$ cat src/rtl/uart_pkg.sv
// ---------------------------------------------------------------
// uart_pkg : shared FSM state type and boolean constants  (rev 1.0)
// ---------------------------------------------------------------
`default_nettype none

package uart_pkg;

  localparam logic TRUE  = 1'b1;
  localparam logic FALSE = 1'b0;

  typedef enum logic [2:0] {
    IDLE  = 3'd0,
    FETCH = 3'd1,
    START = 3'd2,
    DATA  = 3'd3,
    STOP  = 3'd4
  } uart_tx_state_t;

endpackage

`default_nettype wire

$ cat src/rtl/uart_baud_gen.sv
// ---------------------------------------------------------------
// uart_baud_gen : 0..CLK_DIV-1 bit-period counter with tick  (rev 1.0)
// ---------------------------------------------------------------
`default_nettype none

module uart_baud_gen #(
  parameter int CLK_DIV = 16
) (
  input  logic clk,
  input  logic rst,
  input  logic clr,
  output logic tick
);

  localparam int              CNT_W  = (CLK_DIV > 1) ? $clog2(CLK_DIV) : 1;
  localparam logic [CNT_W-1:0] c_LAST = CNT_W'(CLK_DIV - 1);

  logic [CNT_W-1:0] r_cnt;

  always_ff @(posedge clk or posedge rst) begin
    if (rst) begin
      r_cnt <= '0;
    end else if (clr || (r_cnt == c_LAST)) begin
      r_cnt <= '0;
    end else begin
      r_cnt <= r_cnt + 1'b1;
    end
  end

  assign tick = (r_cnt == c_LAST);

endmodule

`default_nettype wire

$ cat src/rtl/uart_tx_drain.sv
// ---------------------------------------------------------------
// uart_tx_drain : pops bytes from an upstream FIFO and serialises them 8N1-style  (rev 1.0)
// ---------------------------------------------------------------
`default_nettype none

module uart_tx_drain
  import uart_pkg::*;
#(
  parameter int CLK_DIV = 16,
  parameter int DATA_W  = 8
) (
  input  logic              clk,
  input  logic              rst,
  input  logic              fifo_empty,
  output logic              fifo_rd_en,
  input  logic [DATA_W-1:0] fifo_dout,
  output logic              txd,
  output logic              busy,
  output logic              frame_done
);

  localparam int               BIT_W      = $clog2(DATA_W) + 1;
  localparam logic [BIT_W-1:0] c_LAST_BIT = BIT_W'(DATA_W - 1);

  uart_tx_state_t    r_state;
  logic [DATA_W-1:0] r_shreg;
  logic [BIT_W-1:0]  r_bitcnt;
  logic              r_txd;
  logic              r_busy;
  logic              w_tick;
  logic              w_clr;

  // Holding the counter clear until START makes every bit exactly CLK_DIV long.
  assign w_clr = (r_state == IDLE) || (r_state == FETCH);

  uart_baud_gen #(
    .CLK_DIV (CLK_DIV)
  ) u_baud_gen (
    .clk  (clk),
    .rst  (rst),
    .clr  (w_clr),
    .tick (w_tick)
  );

  // rst gates the pop so no read is issued while the block is held in reset.
  assign fifo_rd_en = (r_state == IDLE) && !fifo_empty && !rst;
  assign frame_done = (r_state == STOP) && w_tick;
  assign txd        = r_txd;
  assign busy       = r_busy;

  always_ff @(posedge clk or posedge rst) begin
    if (rst) begin
      r_state  <= IDLE;
      r_shreg  <= '0;
      r_bitcnt <= '0;
      r_txd    <= TRUE;
      r_busy   <= FALSE;
    end else begin
      case (r_state)
        IDLE: begin
          if (!fifo_empty) begin
            r_state <= FETCH;
            r_busy  <= TRUE;
          end
        end
        FETCH: begin
          r_shreg  <= fifo_dout;
          r_bitcnt <= '0;
          r_txd    <= FALSE;
          r_state  <= START;
        end
        START: begin
          if (w_tick) begin
            r_txd   <= r_shreg[0];
            r_shreg <= r_shreg >> 1;
            r_state <= DATA;
          end
        end
        DATA: begin
          if (w_tick) begin
            if (r_bitcnt == c_LAST_BIT) begin
              r_txd   <= TRUE;
              r_state <= STOP;
            end else begin
              r_txd    <= r_shreg[0];
              r_shreg  <= r_shreg >> 1;
              r_bitcnt <= r_bitcnt + 1'b1;
            end
          end
        end
        STOP: begin
          if (w_tick) begin
            r_state <= IDLE;
            r_busy  <= FALSE;
          end
        end
        default: begin
          r_state <= IDLE;
          r_txd   <= TRUE;
          r_busy  <= FALSE;
        end
      endcase
    end
  end

endmodule

`default_nettype wire

$ cat config.mk
export PLATFORM = sky130hd
export DESIGN_NAME = uart_tx_drain
export DESIGN_NICKNAME = d
export VERILOG_FILES = /design/src/rtl/uart_pkg.sv /design/src/rtl/uart_baud_gen.sv /design/src/rtl/uart_tx_drain.sv
export SDC_FILE = /design/constraint.sdc
export NUM_CORES = 1
export LEC_CHECK = 0
export CAP_MARGIN = 20
export CORE_MARGIN = 1
export CORE_UTILIZATION = 59
export CTS_CLUSTER_SIZE = 10
export DETAILED_ROUTE_END_ITERATION = 10
export GPL_ROUTABILITY_DRIVEN = 1
export PLACE_DENSITY = 0.95
export SYNTH_ARGS = -nofsm -noshare
export SYNTH_HDL_FRONTEND = slang
export SYNTH_SLANG_ARGS = --single-unit
$ cat constraint.sdc
create_clock -name clk -period 3.5 [get_ports clk]
set_input_delay 0.525 -clock clk [delete_from_list [all_inputs] [get_ports clk]]
set_output_delay 0.525 -clock clk [all_outputs]
set_load 0.01 [all_outputs]
==> impl_results.rst, run 1 <==
.. list-table::
   :header-rows: 1

   * - Metric
     - Value
   * - Most frequent cells in the layout
     - sky130_fd_sc_hd__dfrtp_1 (20), sky130_fd_sc_hd__clkdlybuf4s50_1 (14), sky130_fd_sc_hd__nor3_1 (9), sky130_fd_sc_hd__o22ai_1 (9), sky130_fd_sc_hd__nand3b_1 (8)
   * - Critical path fanouts, max
     - 14
   * - Antenna violations before repair
     - 0
   * - Non-filler cells in the finished layout
     - 170
   * - FMAX
     - ~370 MHz
   * - Routability Congestion
     - 0.849
   * - Most common cell after layout, fill and taps aside
     - sky130_fd_sc_hd__dfrtp_1
   * - Vias in the first global route
     - 1089
   * - Clock share of power
     - 11.6%
   * - Clock tree buffer depth
     - 2
   * - Cell internal pwr
     - 613 uW
   * - Peak ir drop on the vdd network
     - 557 uV
   * - Portion of total power attributed to sequential cells
     - between 40 and 50%
   * - Dominant combinational cell family by area after synthesis
     - simple AND/OR/NAND/NOR gates
   * - Status
     - completed
   * - Leak Pwr
     - around 0.00052 uW
   * - Post-Syn Nets
     - 149
   * - Signal arrival time at the worst endpoint
     - 2.19 ns
   * - Average detailed-routed wire length per instance
     - 16.9 microns
   * - HPWL after detailed placement
     - 1870 microns
   * - Simple-gate area share of the yosys netlist
     - approximately 25%
   * - Initial cell density of the core
     - a little under two thirds
   * - Delay of the slowest critical-path stage
     - 0.55 ns
   * - Max_cap viols
     - 0
   * - Largest net degree at the start of global routing
     - 29
   * - Post-CTS clock slew at the launch and capture registers of the worst setup and hold paths
     - 0.12 ns
   * - Filler Cell Count
     - 150
   * - Library cell with the largest summed area after synthesis
     - sky130_fd_sc_hd__dfrtp_1
   * - Total DRC errors in the routed layout
     - 0
   * - Count of buffers added by post-CTS timing repair for setup
     - 0
   * - Kind of end point of the critical path
     - output pin
   * - Switching share of power
     - 40.5%
   * - Number of detailed-routing iterations run before antenna repair
     - 4
   * - Master cell of the clock root buffer
     - sky130_fd_sc_hd__clkbuf_4
   * - TritonCTS clock tree
     - yes
   * - Row cnt
     - 16
   * - Proportion of netlist area held by the largest area contributor
     - 39.5%
   * - Compound-gate portion of the synthesized area
     - 24.3%
   * - Post-Syn Area per Cell
     - 9.31 sq um
   * - Inserted Clock Buffers
     - 3
   * - FFs w/ async S/R, synth
     - 100%
   * - Wire length of the first global-routing pass
     - 4770 microns
   * - Routed vias/inst
     - 6.85
   * - Number of hold-slack violations in the final timing report
     - 0
   * - Post-synth EDFFs
     - 0
   * - Category of the most critical setup path
     - reg -> out
   * - Post-synthesis sequential area ratio
     - 41.6%
   * - Data required time at the worst endpoint
     - 2.97 ns
   * - WL final
     - 2880 microns
   * - Actual slew at the worst max-slew pin
     - 0.794 ns
   * - Count of different cell masters after synthesis
     - 43
   * - Remaining antenna violation count
     - 0
   * - Number of buffers inserted for hold repair after clock tree synthesis
     - 0
   * - Min-Delay Path Class
     - reg -> reg
   * - Total power
     - about 1000 uW
   * - Clock latency at the later pin of the worst-skew pair
     - roughly 0.31 ns
   * - Worst-path cell chain
     - ha_1 -> nand3_1 -> nor2_1 -> clkdlybuf4s50_1
   * - Proportion of layout cells with a drive suffix above 1
     - 5.59%
   * - PostCTS Resize Cnt
     - 0
   * - Antenna Diode Count
     - 0
   * - Standard cell with the maximum stage delay on the critical path
     - sky130_fd_sc_hd__clkdlybuf4s50_1
   * - Placed cell count
     - 166
   * - Area of the die
     - roughly 0.0023 sq mm
   * - Overflow after GRT
     - 0
   * - Post-synthesis xor/xnor area fraction
     - 0.692%
   * - GRT Total Usage
     - 25.8%
   * - Number of setup violations in the final report
     - 0
   * - Final period utilization
     - 77.6%
   * - Die W
     - 48.3 microns
   * - Sw Pwr
     - 417 uW
   * - Routed vias
     - 1165
   * - Power density of the placed cells
     - 731 mW/mm^2
   * - Crit path launch type
     - register
   * - Comb power frac
     - 42.3%
   * - Count of mapped cells out of synthesis
     - 136
   * - Top cells by area, synth
     - sky130_fd_sc_hd__dfrtp_1 (40%), sky130_fd_sc_hd__nand3b_1 (4.7%), sky130_fd_sc_hd__o22ai_1 (4.4%)
   * - Final nets
     - 157
   * - Synth warnings
     - 0
   * - Synthesized-area fraction occupied by adder cells
     - under 10%
   * - Area grow syn2layout
     - 11.4%
   * - Core ar.
     - 0.00198 sq mm
   * - Maximum clock skew at final layout
     - 0.00873 ns
   * - 1st-iter DRT viols
     - 57
   * - Clock period minus worst slack
     - 2.71 ns
   * - Die height
     - 48.3 microns
   * - Final max-slew violation count
     - 0
   * - Depth of the CTS H-tree
     - 1
   * - Summed instance area of the synthesized netlist
     - 0.00127 sq mm
   * - Unrepaired setup endpoints after global routing
     - no
   * - Clock sink count
     - 21
   * - Mux contribution to synthesized area
     - 0%
   * - Slew Limit Headroom
     - 47.0%
   * - Setup TNS
     - 0 ns
   * - Seq cells post-synth
     - 21
   * - Leading register cell type out of synthesis
     - sky130_fd_sc_hd__dfrtp_1
   * - Number of I/O port buffers
     - 14
   * - Boundary Pins
     - 15
-- cell usage after synthesis, types with 2 or more instances --
| cell | count |
|---|---|
| sky130_fd_sc_hd__inv_1 | 3 |
| sky130_fd_sc_hd__buf_2 | 5 |
| sky130_fd_sc_hd__nand4_1 | 3 |
| sky130_fd_sc_hd__nand2b_1 | 2 |
| sky130_fd_sc_hd__o22ai_1 | 9 |
| sky130_fd_sc_hd__nor3b_1 | 3 |
| sky130_fd_sc_hd__a21oi_1 | 4 |
| sky130_fd_sc_hd__o21ai_0 | 2 |
| sky130_fd_sc_hd__nor3_1 | 9 |
| sky130_fd_sc_hd__o32ai_1 | 5 |
| sky130_fd_sc_hd__nand3b_1 | 8 |
| sky130_fd_sc_hd__nor2b_1 | 4 |
| sky130_fd_sc_hd__nor2_1 | 5 |
| sky130_fd_sc_hd__o21ai_1 | 5 |
| sky130_fd_sc_hd__ha_1 | 2 |
| sky130_fd_sc_hd__nand3_1 | 7 |
| sky130_fd_sc_hd__o211ai_1 | 3 |
| sky130_fd_sc_hd__nand2_1 | 4 |
| sky130_fd_sc_hd__buf_1 | 2 |
| sky130_fd_sc_hd__clkbuf_1 | 2 |
| sky130_fd_sc_hd__a31oi_1 | 2 |
| sky130_fd_sc_hd__dfrtp_1 | 20 |
| sky130_fd_sc_hd__a211oi_1 | 7 |
-- worst max-delay path, delay by kind of cell (launching register included) --
family	cells	cell delay, ns
fa+ha+maj	1	0.26
simple gates	2	0.66
flops	1	0.41
buf+inv	1	0.55
-- worst paths after layout --
kind / startpoint / endpoint / slack, ns / cells past startpoint
setup reg to reg: r_state[1]$_DFFE_PP0P_ / r_shreg[0]$_DFFE_PP0P_ / 1.58 / 4
max in group asynchronous: rst / r_shreg[6]$_DFFE_PP0P_ / 2.32 / 2
hold / removal: txd$_DFFE_PP1P_ / txd$_DFFE_PP1P_ / 0.51 / 1
hold reg to reg: txd$_DFFE_PP1P_ / txd$_DFFE_PP1P_ / 0.51 / 1
min in group asynchronous: rst / r_shreg[0]$_DFFE_PP0P_ / 0.68 / 2
setup / recovery: u_baud_gen.r_cnt[0]$_DFF_PP0_ / frame_done / 0.79 / 4
-- cell type report --
cell class                      instances  area (sq um)  share of cell area, %
Multi-Input combinational cell        100           664                   47.1
Sequential cell                        21           527                   37.4
Timing Repair Buffer                   15           148                   10.5
Tap cell                               27          33.8                   2.40
Clock buffer                            4          26.3                   1.86
Inverter                                3          11.3                  0.799
-- power by group through the flow --
stage	Sequential [uW]	Combinational, uW	Clock (uW)
6_report	475	436	120
5_1_grt	491	489	129
4_1_cts	471	438	120
2_1_floorplan	429	375	0
3_5_place_dp	474	434	0
3_3_place_gp	463	409	0
-- through the flow --
stage | util [%] | setup slack, ns | cell area (sq um) | hold slack [ns]
floorplan | - | 1.73 | 1270 | 0.466
global placement | 69.8 | 1.12 | 1380 | 0.476
detailed placement | 69.8 | 1.10 | 1380 | 0.493
CTS | 71.1 | 0.778 | 1410 | 0.515
global route | 71.1 | 0.653 | 1410 | 0.524
finish | 71.1 | 0.786 | 1410 | 0.511
-- per-layer routing --
metal | share of wire [%] | GRT usage, % | up-vias | wire (microns)
met5 | 0 | 0 | - | 0
met4 | 0.94 | 9.31 | 0 | 27
met3 | 9.2 | 3.14 | 4 | 265
met2 | 47 | 42.3 | 69 | 1350
met1 | 43 | 35.5 | 552 | 1230
li1 | - | - | 540 | -
-- sequential cells by signal, indices dropped and copies added (netlist names) --
name              count
txd                   1
busy                  1
r_shreg               8
r_bitcnt              4
r_state               3
u_baud_gen.r_cnt      4
-- cell families after synthesis --
group | Yosys count
adders and majority gates | 2
AOI/OAI and AO/OA | 44
xor gates and xnor gates | 1
buffers and inverters | 15
and+or+nand+nor | 53
DFF | 21
Note: power is estimated with default switching activity, not from simulation.
==> run 2: changes to the inputs <==
CORE_UTILIZATION = 54   (was 59)
PLACE_DENSITY = 0.88   (was 0.95)
clock period = 2.7 ns   (was 3.5 ns; I/O delays follow)
==> impl_results.rst, run 2 (synthesis gave the netlist of run 1 again) <==
.. list-table::
   :header-rows: 1

   * - Metric
     - Value
   * - Clock latency at the later pin of the worst-skew pair
     - 0.31 ns
   * - Count of buffers added by post-CTS timing repair for setup
     - 0
   * - Die W
     - 50.4 microns
   * - Clock share of power
     - 11.3%
   * - TritonCTS clock tree
     - yes
   * - WL final
     - 3010 microns
   * - Worst Slack Setup Final
     - 0.449 ns
   * - Clock period minus worst slack
     - 2.25 ns
   * - Status
     - completed
   * - Die height
     - 50.4 microns
   * - Category of the most critical setup path
     - reg -> out
   * - Portion of total power attributed to sequential cells
     - 43.8%
   * - Routed vias/inst
     - 6.72
   * - Initial cell density of the core
     - 57.2%
   * - Total DRC errors in the routed layout
     - 0
   * - PostCTS Resize Cnt
     - 0
   * - Inserted Clock Buffers
     - 3
   * - Largest regs
     - r_shreg x8, r_bitcnt x4, u_baud_gen.r_cnt x4
   * - Register bank with the most flops
     - r_shreg
   * - Final max-slew violation count
     - 0
   * - Number of I/O port buffers
     - 14
   * - FMAX
     - 444 MHz
   * - Min-Delay Path Class
     - reg -> reg
   * - Clock sink count
     - 21
   * - Boundary Pins
     - 15
   * - Final period utilization
     - a little over four fifths
   * - Sw Pwr
     - roughly 540 uW
   * - Most common cell after layout, fill and taps aside
     - sky130_fd_sc_hd__dfrtp_1
   * - Comb power frac
     - 44.9%
   * - Antenna Diode Count
     - 0
   * - Number of buffers inserted for hold repair after clock tree synthesis
     - 0
   * - Largest register FFs
     - 8
   * - Remaining antenna violation count
     - 0
   * - Overflow after GRT
     - 0
   * - Crit path launch type
     - register
   * - Master cell of the clock root buffer
     - sky130_fd_sc_hd__clkbuf_4
   * - Switching share of power
     - 40.3%
   * - Clock tree buffer depth
     - 2
   * - Slew Limit Headroom
     - 45.9%
   * - Unrepaired setup endpoints after global routing
     - no
   * - Data required time at the worst endpoint
     - 2.30 ns
   * - HPWL after detailed placement
     - roughly 2000 microns
   * - Non-filler cells in the finished layout
     - about 170
   * - Worst setup slack before clock tree synthesis
     - 0.454 ns
   * - Number of detailed-routing iterations run before antenna repair
     - 4
   * - Peak ir drop on the vdd network
     - 615 uV
   * - GRT Total Usage
     - 25.6%
   * - Signal arrival time at the worst endpoint
     - ~1.9 ns
   * - Critical path fanouts, max
     - 20
   * - Max_cap viols
     - 0
   * - Core ar.
     - 0.00221 sq mm
   * - Proportion of layout cells with a drive suffix above 1
     - 6.90%
   * - Post-CTS clock slew at the launch and capture registers of the worst setup and hold paths
     - between 0.1 and 0.15 ns
   * - Placed cell count
     - 169
   * - Antenna violations before repair
     - 0
   * - Number of setup violations in the final report
     - 0
   * - Depth of the CTS H-tree
     - 1
   * - Kind of end point of the critical path
     - output pin
   * - 1st-iter DRT viols
     - 50
   * - Row cnt
     - 17
   * - Routed vias
     - 1163
   * - Setup TNS
     - 0 ns
   * - Maximum clock skew at final layout
     - roughly 0.010 ns
   * - Actual slew at the worst max-slew pin
     - between 0.8 and 0.9 ns
   * - Number of hold-slack violations in the final timing report
     - 0
   * - Area of the die
     - 0.00254 sq mm
   * - Cell internal pwr
     - 806 uW
   * - Most frequent cells in the layout
     - sky130_fd_sc_hd__dfrtp_1 (20), sky130_fd_sc_hd__clkdlybuf4s50_1 (14), sky130_fd_sc_hd__nor3_1 (9), sky130_fd_sc_hd__o22ai_1 (9), sky130_fd_sc_hd__nand3b_1 (8)
   * - Largest net degree at the start of global routing
     - 29
   * - Wire length of the first global-routing pass
     - 4930 microns
   * - Area grow syn2layout
     - 12.6%
   * - Routability Congestion
     - 0.774
   * - Average detailed-routed wire length per instance
     - 17.4 microns
   * - Leak Pwr
     - 0.000530 uW
   * - Vias in the first global route
     - 1054
   * - Power density of the placed cells
     - 947 mW/mm^2
   * - Final nets
     - roughly 160
   * - Total power
     - 1350 uW
## run 2: changes by cell type in the layout (fill, tap and decap cells not counted)
cell / before / now
sky130_fd_sc_hd__buf_4: 1 / 3
## run 2: stage by stage
| step | area [sq um] | utilization [%] | hold WS, ns |
|---|---|---|---|
| floorplan | 1270 | - | 0.381 |
| global placement | 1400 | 63.3 | 0.482 |
| detailed placement | 1400 | 63.3 | 0.492 |
| CTS | 1430 | 64.5 | 0.516 |
| global route | 1430 | 64.5 | 0.529 |
| finish | 1430 | 64.5 | 0.512 |
## run 2: final cells by class
cell class,count,area [sq um]
Timing Repair Buffer,17,163
Inverter,3,11.3
Clock buffer,4,26.3
Sequential cell,21,527
Multi-Input combinational cell,100,664
Tap cell,28,35.0
Fill cell,178,786
## run 2: power groups by stage
stage,logic [uW],registers (uW),clock network (uW)
final,607,591,153
after global routing,679,607,166
after CTS,600,587,158
after detailed placement,598,592,0
after global placement,564,579,0
after floorplan,486,557,0
## run 2: routing by layer
layer	track usage, %	part of all wire (%)
met5	0	0
met1	35.9	46
met2	40.4	47
met3	5.76	7.4
met4	5.09	0.46
## run 2: worst paths after layout
kind | from | to | slack, ns | depth (start not counted)
hold reg to reg | txd$_DFFE_PP1P_ | txd$_DFFE_PP1P_ | 0.51 | 1
hold / removal | txd$_DFFE_PP1P_ | txd$_DFFE_PP1P_ | 0.51 | 1
setup / recovery | r_state[2]$_DFFE_PP0P_ | frame_done | 0.45 | 3
min in group asynchronous | rst | r_shreg[6]$_DFFE_PP0P_ | 0.59 | 2
setup reg to reg | r_state[1]$_DFFE_PP0P_ | r_shreg[0]$_DFFE_PP0P_ | 0.84 | 4
max in group asynchronous | rst | r_state[1]$_DFFE_PP0P_ | 1.60 | 2
## run 2: critical path, cell delays in order, from the launching register on
cell and delay (ns):
sky130_fd_sc_hd__dfrtp_1 0.74, sky130_fd_sc_hd__nand2_1 0.14, sky130_fd_sc_hd__nor2_1 0.12, sky130_fd_sc_hd__clkdlybuf4s50_1 0.54
